[config.mk]
export PLATFORM = sky130hd
export DESIGN_NAME = nibble_add_sequencer
export DESIGN_NICKNAME = d
export VERILOG_FILES = /design/src/rtl/nibble_add_sequencer.sv
export SDC_FILE = /design/constraint.sdc
export NUM_CORES = 1
export LEC_CHECK = 0
export CORE_ASPECT_RATIO = 0.75
export CORE_MARGIN = 2
export CORE_UTILIZATION = 36
export CTS_BUF_LIST = sky130_fd_sc_hd__clkbuf_8
export CTS_CLUSTER_SIZE = 24
export DETAILED_ROUTE_END_ITERATION = 16
export PLACE_DENSITY_LB_ADDON = 0.12
export SLEW_MARGIN = 20
export SYNTH_ARGS = -nofsm -noshare
export SYNTH_HDL_FRONTEND = slang
export SYNTH_SLANG_ARGS = --single-unit
[constraint.sdc]
create_clock -name clk -period 1.9 [get_ports clk]
set_clock_uncertainty 0.1 [all_clocks]
set_input_delay 0.19 -clock clk [delete_from_list [all_inputs] [get_ports clk]]
set_output_delay 0.19 -clock clk [all_outputs]
set_load 0.02 [all_outputs]
[src/rtl/nibble_add_sequencer.sv]
// W-bit add/subtract built by time-sharing one external 4-bit adder, one nibble
// per cycle starting with the LSB nibble. The carry is chained through a register.
module nibble_add_sequencer #(
  parameter  int NIBBLES = 4,
  localparam int W       = 4 * NIBBLES,
  localparam int IW      = (NIBBLES > 1) ? $clog2(NIBBLES) : 1
) (
  input  logic         clk,
  input  logic         rst_n,
  input  logic         start,
  input  logic         sub,
  input  logic [W-1:0] a,
  input  logic [W-1:0] b,
  output logic         ready,
  output logic         busy,
  output logic         done,
  output logic [W-1:0] result,
  output logic         cout,
  output logic         ovf,
  output logic [3:0]   add_a,
  output logic [3:0]   add_b,
  output logic         add_cin,
  input  logic [3:0]   add_s,
  input  logic         add_cout,
  input  logic         add_v
);

  localparam logic [1:0] S_IDLE = 2'd0;
  localparam logic [1:0] S_RUN  = 2'd1;
  localparam logic [1:0] S_DONE = 2'd2;

  localparam logic [IW-1:0] LAST_IDX = IW'(NIBBLES - 1);

  logic [1:0]    state_q, state_d;
  logic [IW-1:0] idx_q,   idx_d;
  logic          carry_q, carry_d;
  logic [W-1:0]  a_q,     a_d;
  logic [W-1:0]  b_q,     b_d;
  logic [W-1:0]  result_q, result_d;
  logic          cout_q,  cout_d;
  logic          ovf_q,   ovf_d;

  always_comb begin
    // NOTE: every signal gets a default before the case so no path leaves it unassigned (no latches).
    state_d  = state_q;
    idx_d    = idx_q;
    carry_d  = carry_q;
    a_d      = a_q;
    b_d      = b_q;
    result_d = result_q;
    cout_d   = cout_q;
    ovf_d    = ovf_q;
    add_a    = 4'd0;
    add_b    = 4'd0;
    add_cin  = 1'b0;

    case (state_q)
      S_IDLE: begin
        if (start) begin
          // Subtract is a + ~b + 1: invert b here and seed the carry with 1.
          a_d     = a;
          b_d     = sub ? ~b : b;
          carry_d = sub;
          idx_d   = '0;
          state_d = S_RUN;
        end
      end
      S_RUN: begin
        add_a   = a_q[{idx_q, 2'b00} +: 4];
        add_b   = b_q[{idx_q, 2'b00} +: 4];
        add_cin = carry_q;
        result_d[{idx_q, 2'b00} +: 4] = add_s;
        carry_d = add_cout;
        idx_d   = idx_q + IW'(1);
        if (idx_q == LAST_IDX) begin
          cout_d  = add_cout;
          ovf_d   = add_v;
          state_d = S_DONE;
        end
      end
      S_DONE:  state_d = S_IDLE;
      default: state_d = S_IDLE;
    endcase
  end

  // NOTE: sequential state uses non-blocking assignments only; next-state values come from the comb block.
  always_ff @(posedge clk or negedge rst_n) begin
    if (!rst_n) begin
      state_q  <= S_IDLE;
      idx_q    <= '0;
      carry_q  <= 1'b0;
      a_q      <= '0;
      b_q      <= '0;
      result_q <= '0;
      cout_q   <= 1'b0;
      ovf_q    <= 1'b0;
    end else begin
      state_q  <= state_d;
      idx_q    <= idx_d;
      carry_q  <= carry_d;
      a_q      <= a_d;
      b_q      <= b_d;
      result_q <= result_d;
      cout_q   <= cout_d;
      ovf_q    <= ovf_d;
    end
  end

  assign ready  = (state_q == S_IDLE);
  assign busy   = (state_q == S_RUN) || (state_q == S_DONE);
  assign done   = (state_q == S_DONE);
  assign result = result_q;
  assign cout   = cout_q;
  assign ovf    = ovf_q;

endmodule

==> flow_summary.toml <==
[outcome]
status = "finished, final reports clean"

[worst_hold_path]
hp-class = "in2async"

[timing]
setup_viol = 0
slew_headroom_pct = 69.3
worst_pin_slew_ns = 0.461
fmax_mhz = 548
slew_violations = 0
fin_crit_ns = 1.83
fin_hold_ws_ns = 0.265
period_share_pct = 96.1
hold_viol = 0

[setup_path]
crit_chain = "inv_2 -> ha_4 -> nand2_1 -> buf_4 -> o22ai_1 -> buf_4"
cp-end-kind = "primary output"
critPathArrivalTime_ns = 1.54
path_class = "reg2out"
slowest_delay_ns = 0.40
path_delay_family = "buffers and inverters"
critPathBufInv = 3
r2r_cells = 6
crit_cells = 6
cp-start-kind = "flop"
crit_top_cell = "buf_4"
slowest_stage = "dfrtp_1"
worst_ep_required_time_ns = 1.61
cp_max_fo = 7
crit_start = "state_q[1]"
r2r-start = "idx_q[0]"

[drt]
wl_per_cell_um = 13.7
drtIter0Drc = 84
firstDrtPassIters = 4
drc = 0
ant_nets = 0
viasPerCell = 4.55
postRouteWirelength_mm = 5.64
via_count = 1869

[yosys]
synth_seq_cells = 55
synth_cells = 227
synth_top_family_by_area = "multiplexers"
ys_warn_count = 0
syn-cell-area_mm2 = 0.00264
synth_mux_area_share_pct = 13.7
synth_fp_nets = 277
avgSynthCellArea_um2 = 11.6
synthSimpleGateAreaFrac_pct = 9.86
ys_types = 29
ys_seq_area_share_pct = 52.1
synth_compound_area_share_pct = 11.5
synth_xor_area_share_pct = 5.31
synth-adder-area-share_pct = 3.79

[clock_network]
clk_path_buf_depth = 2
cts.clk_slew.worst_paths_ns = 0.10
cts_buffers = 5
worstSkewPairLatency_ns = 0.30
clock-sinks = 55
cts_tree = "done"
cts-root-buf = "clkbuf_8"
cts_max_level = 2

[floorplan]
core_area_mm2 = 0.00723
row_count = 27
pin_count = 72
die_w_um = 103
die_y_um = 78.2
die-area_mm2 = 0.00804
start_util_pct = 36.5

[grt]
grt_max_degree = 49
grt_pass1_vias = 1811
grt_pass1_wl_mm = 9.12
grt_usage_pct = 14.6
grt_antenna_before_repair = 0
grt_overflow = 0

[place]
gp_congestion = 0.761
io_buffer_count = 71
dp_hpwl_mm = 4.14

[finish]
fillers = 661
syn_to_final_growth_pct = 38.2
finish.utilization_pct = 50.5
antenna_cells = 0
fin_nets = 359
drive_gt1_share_pct = 20.0

[power_and_ir_drop]
peakVddDrop_mv = 0.968
p_leak_nw = 1.56
pwr_density_cell_mw_per_mm2 = 1530

[run]
maxCapViolations = 0
## final cells by class
type / instances / area, µm² / area share (%)
flip-flops and latches: 55 / 1380 / 37.7
multi-input cells: 156 / 1210 / 33.1
repair buffers: 86 / 825 / 22.6
well taps: 101 / 126 / 3.46
clock buffers: 5 / 68.8 / 1.89
clock inverters: 3 / 25.0 / 0.686
inverters: 5 / 18.8 / 0.514
## flip-flops by register name (all words and copies together) (netlist names)
register  cells
carry_q       1
cout          1
result       16
a_q          16
b_q          16
idx_q         2
ovf           1
state_q       2
## timing repair
item	in CTS	in global routing
hold buffers	1	0
endpoints found under the hold margin	18	0
setup endpoints to repair	12	9
resized for setup	39	8
setup buffers	0	1
cloned	0	0
## path summary, 6_finish.rpt
path	end	slack, ns
max reg2reg	result[4]	0.12
min	result[3]	0.27
min reg2reg	b_q[13]	0.39
max in group asynchronous	carry_q	0.88
min in group clk	a_q[15]	0.38
max	add_a[1]	0.07
## cell families after synthesis
logic type / Yosys count
adder cells (fa/ha/maj): 8
multiplexers: 34
AO/OA/AOI/OAI: 47
buffers and inverters: 16
AND/OR/NAND/NOR: 51
XOR/XNOR: 16
flip-flops: 55
## through the flow
stage / cell area, µm² / setup TNS (ns) / setup slack [ns] / cells / power, W
CTS: 3620 / -0.0409 / -0.0199 / 410 / 0.00557
floorplan: 2660 / 0 / 0.0743 / 227 / 0.00383
finish: 3650 / 0 / 0.0738 / 411 / 0.00557
global placement: 3540 / -0.138 / -0.0731 / 401 / 0.00494
detailed placement: 3540 / -0.181 / -0.0570 / 401 / 0.00499
global route: 3650 / -0.0324 / -0.0116 / 411 / 0.00602
## where the power goes
part | internal [W] | switching, W | total, W
Clock | 0.000265 | 0.000399 | 0.000663
Combinational | 0.00142 | 0.00149 | 0.00291
Sequential | 0.00171 | 0.000289 | 0.00200
## cells in the mapped netlist (all sizes together)
cell	instances	area, µm²
dfrtp	55	1380
and3b	1	8.76
buf	10	75.1
a32o	4	40.0
o21ai	23	123
nand2b	2	12.5
and3	1	6.26
o22ai	8	50.1
a21oi	4	20.0
ha	8	100
clkbuf	1	3.75
and4b	1	10.0
nor2	4	15.0
and2	2	12.5
mux2	18	203
nand2	32	128
nor4b	1	23.8
nand3	3	15.0
a22o	8	70.1
nor3	1	5.00
xnor2	16	140
mux2i	16	160
nor2b	2	12.5
inv	5	18.8
or3	1	11.3
## metal layers
metal / up-vias / GRT usage [%] / routed length [µm]
met5: - / 0 / 0
met4: 0 / 3.95 / 24
met3: 2 / 3.29 / 279
met2: 43 / 18.6 / 2280
met1: 867 / 24.0 / 3060
li1: 957 / - / -
## cells in the final DEF (no fill, tap or decap), types with 2 or more instances in the layout
cell type	count
inv_1	4
clkinv_4	2
buf_4	12
ha_1	6
clkbuf_8	5
o22ai_1	6
nor2b_1	2
nand2_2	2
clkdlybuf4s50_1	58
nand3_1	3
mux2i_1	16
dfrtp_1	55
and2_1	2
a32o_1	4
o21ai_2	2
xnor2_1	16
nand2b_1	2
a21oi_1	4
o21ai_0	21
mux2_2	18
buf_2	7
dlygate4sd2_1	3
a22o_1	8
o22ai_2	2
nor2_1	4
buf_12	3
ha_4	2
nand2_1	29
(Power assumes the default switching activity.)
